`config.mk`:
```
export PLATFORM = sky130hd
export DESIGN_NAME = lcd_pixel_position
export DESIGN_NICKNAME = d
export VERILOG_FILES = /design/src/rtl/lcd_pixel_position.sv
export SDC_FILE = /design/constraint.sdc
export NUM_CORES = 1
export LEC_CHECK = 0
export CORE_UTILIZATION = 35
export DETAILED_ROUTE_END_ITERATION = 8
export GPL_TIMING_DRIVEN = 1
export SYNTH_ARGS = -nofsm -noshare
export SYNTH_HDL_FRONTEND = slang
export SYNTH_SLANG_ARGS = --single-unit
```
`constraint.sdc`:
```
create_clock -name pixel_clk_i -period 1.9 [get_ports pixel_clk_i]
set_input_delay 0.57 -clock pixel_clk_i [delete_from_list [all_inputs] [get_ports pixel_clk_i]]
set_output_delay 0.57 -clock pixel_clk_i [all_outputs]
set_load 0.005 [all_outputs]
```
`src/rtl/lcd_pixel_position.sv`:
```
// LCD timing front end: turns hsync/vsync/de/data into registered pixel coordinates,
// a valid strobe and aligned data, plus per-frame line count and a sticky saturation flag.
module lcd_pixel_position #(
    parameter bit HSYNC_ACTIVE_LOW = 1'b1,
    parameter bit VSYNC_ACTIVE_LOW = 1'b1,
    parameter int DATA_WIDTH       = 16
) (
    input  logic                  pixel_clk_i,
    input  logic                  reset_i,
    input  logic                  lcd_hsync_i,
    input  logic                  lcd_vsync_i,
    input  logic                  lcd_de_i,
    input  logic [DATA_WIDTH-1:0] lcd_data_i,
    output logic [11:0]           pixel_x_o,
    output logic [11:0]           pixel_y_o,
    output logic                  pixel_valid_o,
    output logic [DATA_WIDTH-1:0] pixel_data_o,
    output logic                  frame_start_o,
    output logic [11:0]           line_count_o,
    output logic                  line_count_valid_o,
    output logic                  overflow_o
);

    localparam logic [11:0] CNT_MAX = 12'hFFF;

    logic                  s1_hs_q, s1_hs_d;
    logic                  s1_vs_q, s1_vs_d;
    logic                  s1_de_q, s1_de_d;
    logic [DATA_WIDTH-1:0] s1_data_q, s1_data_d;
    logic                  prev_hs_q, prev_hs_d;
    logic                  prev_vs_q, prev_vs_d;
    logic [11:0]           x_cnt_q, x_cnt_d;
    logic [11:0]           y_cnt_q, y_cnt_d;
    logic                  synced_q, synced_d;

    logic [11:0]           pixel_x_q, pixel_x_d;
    logic [11:0]           pixel_y_q, pixel_y_d;
    logic                  pixel_valid_q, pixel_valid_d;
    logic [DATA_WIDTH-1:0] pixel_data_q, pixel_data_d;
    logic                  frame_start_q, frame_start_d;
    logic [11:0]           line_count_q, line_count_d;
    logic                  line_count_valid_q, line_count_valid_d;
    logic                  overflow_q, overflow_d;

    logic                  hs_edge;
    logic                  vs_edge;
    logic [11:0]           px;
    logic [11:0]           py;

    always_comb begin
        // Normalise sync polarity so everything downstream sees active-high pulses.
        s1_hs_d   = HSYNC_ACTIVE_LOW ? ~lcd_hsync_i : lcd_hsync_i;
        s1_vs_d   = VSYNC_ACTIVE_LOW ? ~lcd_vsync_i : lcd_vsync_i;
        s1_de_d   = lcd_de_i;
        s1_data_d = lcd_data_i;
        prev_hs_d = s1_hs_q;
        prev_vs_d = s1_vs_q;

        hs_edge = s1_hs_q & ~prev_hs_q;
        vs_edge = s1_vs_q & ~prev_vs_q;

        px                 = x_cnt_q;
        py                 = y_cnt_q;
        synced_d           = synced_q;
        line_count_d       = line_count_q;
        line_count_valid_d = line_count_valid_q;
        overflow_d         = overflow_q;

        if (vs_edge) begin
            px                 = 12'd0;
            py                 = 12'd0;
            line_count_d       = y_cnt_q;
            line_count_valid_d = synced_q;
            synced_d           = 1'b1;
        end else if (hs_edge) begin
            px = 12'd0;
            if (y_cnt_q == CNT_MAX) begin
                py         = CNT_MAX;
                overflow_d = 1'b1;
            end else begin
                py = y_cnt_q + 12'd1;
            end
        end

        x_cnt_d = px;
        if (s1_de_q) begin
            if (px == CNT_MAX) begin
                overflow_d = 1'b1;
            end else begin
                x_cnt_d = px + 12'd1;
            end
        end
        y_cnt_d = py;

        // vs_edge term lets the very first pixel of the first frame through.
        pixel_valid_d = s1_de_q & (synced_q | vs_edge);
        pixel_x_d     = px;
        pixel_y_d     = py;
        pixel_data_d  = s1_data_q;
        frame_start_d = vs_edge;
    end

    always_ff @(posedge pixel_clk_i) begin
        if (reset_i) begin
            s1_hs_q            <= 1'b0;
            s1_vs_q            <= 1'b0;
            s1_de_q            <= 1'b0;
            s1_data_q          <= '0;
            prev_hs_q          <= 1'b0;
            prev_vs_q          <= 1'b0;
            x_cnt_q            <= 12'd0;
            y_cnt_q            <= 12'd0;
            synced_q           <= 1'b0;
            pixel_x_q          <= 12'd0;
            pixel_y_q          <= 12'd0;
            pixel_valid_q      <= 1'b0;
            pixel_data_q       <= '0;
            frame_start_q      <= 1'b0;
            line_count_q       <= 12'd0;
            line_count_valid_q <= 1'b0;
            overflow_q         <= 1'b0;
        end else begin
            s1_hs_q            <= s1_hs_d;
            s1_vs_q            <= s1_vs_d;
            s1_de_q            <= s1_de_d;
            s1_data_q          <= s1_data_d;
            prev_hs_q          <= prev_hs_d;
            prev_vs_q          <= prev_vs_d;
            x_cnt_q            <= x_cnt_d;
            y_cnt_q            <= y_cnt_d;
            synced_q           <= synced_d;
            pixel_x_q          <= pixel_x_d;
            pixel_y_q          <= pixel_y_d;
            pixel_valid_q      <= pixel_valid_d;
            pixel_data_q       <= pixel_data_d;
            frame_start_q      <= frame_start_d;
            line_count_q       <= line_count_d;
            line_count_valid_q <= line_count_valid_d;
            overflow_q         <= overflow_d;
        end
    end

    assign pixel_x_o          = pixel_x_q;
    assign pixel_y_o          = pixel_y_q;
    assign pixel_valid_o      = pixel_valid_q;
    assign pixel_data_o       = pixel_data_q;
    assign frame_start_o      = frame_start_q;
    assign line_count_o       = line_count_q;
    assign line_count_valid_o = line_count_valid_q;
    assign overflow_o         = overflow_q;

endmodule

```
==> results.md <==
- Lkg Pwr: around 1.7 nW
- CP startpoint: pixel_y_o[6]
- Syn Area/Cell: 10.41 sq um
- Hold Path Class: reg -> reg
- CP max FO: 8
- Final Hold Slack: 0.4390 ns
- # port buffers: 76
- Worst path max stage delay: 0.52 ns
- DRT met1 WL: between 2000 and 3000 um
- FF-to-FF End: x_cnt_q[5]
- VDD IR-drop max: 513.5 uV
- EDFF count, synth: 0
- Layout cells sized above 1: 0.1859
- Core ar.: just over 8000 sq um
- Vias: approximately 2400
- Fmax: ~0.54 GHz
- Power Dens Cells: around 830 nW/um^2
- Rows: 33
- Synthesis-stage register bit count: 90
- Netlist cell types: 34
- Worst-margin pin slew: about 0.47 ns
- Most frequent cells in the layout: dfxtp_1, clkdlybuf4s50_1, nor2b_1, buf_4, a22o_1
- Worst R2R Setup Slack: around 0.080 ns
- Via-to-Cell Ratio: approximately 4.7
- Crit path time final: 1.839 ns
- Worst path cell trace: clkdlybuf4s50_1
- Synthesized area: around 3000 sq um
- CTS sink count: 90
- R2R depth: 8
- Overall die width: ~95 um
- Antenna Cells: 0
- Fin. max-slew vios: 0
- Hold Buf Count CTS: 0
- Syn_nets: between 300 and 400
- Most common cell after layout, fill and taps aside: dfxtp_1
- Routed len/inst: 12.44 um
- Startpoint types: flip-flop
- Worst-path clk slew: around 0.09 ns
- Area grow syn2layout: 46.66%
- Initial antenna violation count: 0
- Htree depth: 3
- Global-route wire length before repair: 9949 um
- Final worst path period share: 0.9681
- GRT Residual Overflow: 0
- Worst setup endpoint: pixel_y_o[6]
- DR top layer: met4
- Top Ports: 77
- Stages on worst setup path: 1
- Met3 WL: between 400 and 500 um
- Setup Crit Path Kind: reg -> out
- Area of the die: about 9000 sq um
- Die H: roughly 95 um
- Worst path top cell family by delay: buffers and inverters
- YS warnings: 0
- Crit Reg-Reg Startpoint: prev_hs_d
- Post-DP HPWL: around 4400 um
- Worst skew pair latency: 0.34 ns
- CTS tree: yes
- Finish-stage setup viols: 0
- Ys async rst share: 0
- Met2 Wirelength: 2773 um
- Slew margin rel.: 0.6828
- Total CTS buffers: 9
- Clock Skews: approximately 0.0080 ns
- Mapped Cells: just under 300
- WP data required: about 1.3 ns
- Top_reg_cell synth: dfxtp_1
- Gr usage total: 0.1450
- WP data arrival: between 1 and 1.5 ns
- Sequential area share after synthesis: 0.5968
- Routability cong.: 0.7818
- Initial Utilization: 0.3638
- Number of global-route vias before repair: roughly 2100
- Hold Violations, Final: 0
- Post-route insts no fill: around 500
- Drt first pass iters: 4
- Slowest-stage cell, CP: clkdlybuf4s50_1
- Buf/Inv on CP: 1
- Final wirelength: approximately 6300 um
- Setup crit end kind: output port
- Max_cap viols: 0
- Final Total Pwr: about 3.7 mW
- DRT iter0 DRCs: roughly 140
- CTS root buf: clkbuf_8
- Largest net degree at the start of global routing: 37
- Outcome: complete, no violations
- Post-DRT Antenna Nets: 0
- Max Root-Sink Buffers: 2
- Placed Cells: slightly below 500
- # nets final: roughly 420
- Residual DRC: 0
cells in the mapped netlist, drive strengths merged, types with 3 or more instances:
library cell | instances | share of area
a211oi | 3 | 0.0075
a21o | 3 | 0.0075
a21oi | 8 | 0.013
a22o | 13 | 0.038
a31oi | 5 | 0.010
and2 | 12 | 0.025
and4 | 3 | 0.0087
clkbuf | 11 | 0.014
dfxtp | 90 | 0.60
inv | 7 | 0.0087
mux2 | 5 | 0.019
nand2 | 11 | 0.014
nand3 | 10 | 0.017
nand4 | 5 | 0.010
nor2 | 13 | 0.016
nor2b | 40 | 0.083
nor3 | 12 | 0.020
nor4 | 4 | 0.0083
o21ai | 12 | 0.020
xnor2 | 4 | 0.012
kinds of logic after synthesis:
logic type	count (synthesis)	share of synthesized area
adders and majority gates	2	0.008287
muxes	7	0.02528
buffers and inverters	19	0.02611
and+or+nand+nor	119	0.2221
AOI/OAI and AO/OA	47	0.1040
xor gates and xnor gates	6	0.01741
DFF	90	0.5968
stage by stage:
stage / setup TNS, ns / area, sq um / worst slack [ns] / util
2_1_floorplan: -0.02372 / 3027 / -0.02372 / -
3_3_place_gp: -0.1241 / 4114 / -0.02560 / 0.4957
3_5_place_dp: -0.7529 / 4114 / -0.06389 / 0.4957
4_1_cts: 0 / 4370 / 0.002443 / 0.5266
5_1_grt: -0.01846 / 4428 / -0.01147 / 0.5335
6_report: 0 / 4428 / 0.06058 / 0.5335
how the worst min path moves through the flow:
stage	start	end	slack [ns]	depth (start not counted)
2_1_floorplan	pixel_data_d[0]	pixel_data_o[0]	0.41	1
3_3_place_gp	pixel_data_d[0]	pixel_data_o[0]	0.42	1
3_5_place_dp	pixel_data_d[6]	pixel_data_o[6]	0.42	1
4_1_cts	pixel_data_d[1]	pixel_data_o[1]	0.44	1
5_1_grt	pixel_data_d[6]	pixel_data_o[6]	0.46	1
6_report	pixel_data_d[6]	pixel_data_o[6]	0.44	1
registers in the layout, summed over array words and instances, names as in the netlist:
name and cells:
pixel_x_o 12, x_cnt_q 12, line_count_valid_o 1, prev_vs_d 1
prev_hs_q 1, pixel_data_o 16, pixel_y_o 12, s1_de_q 1
synced_q 1, prev_hs_d 1, line_count_o 12, prev_vs_q 1
overflow_o 1, pixel_data_d 16, pixel_valid_o 1, frame_start_o 1
power breakdown:
part           internal [mW]  switching, mW
Sequential              1.93         0.0174
Combinational          0.146         0.0917
Clock                  0.873          0.635
Total                   2.95          0.745
area by class of cell:
| type | instances | area [sq um] |
|---|---|---|
| multi-input combinational | 181 | 1207 |
| clock buffer | 11 | 131.4 |
| sequential | 90 | 1817 |
| tap | 105 | 131.4 |
| clock inverter | 5 | 102.6 |
| inverter | 7 | 26.28 |
| fill | 790 | 3871 |
| timing repair buffer | 104 | 1012 |
repair_timing:
action / 4_1_cts / 5_1_grt
pin swaps: 1 / 7
hold endpoints to repair: 0 / 0
setup endpoints to repair: 9 / 15
resized for setup: 10 / 18
buffers inserted: 0 / 0
cloned: 0 / 0
metal layers:
metal  up-vias  GRT usage
met3         9    0.04831
met5         -          0
met2        74     0.2104
met1      1080     0.1905
li1       1205          -
met4         0    0.07449
No activity file was read; power rests on OpenSTA's default activity.
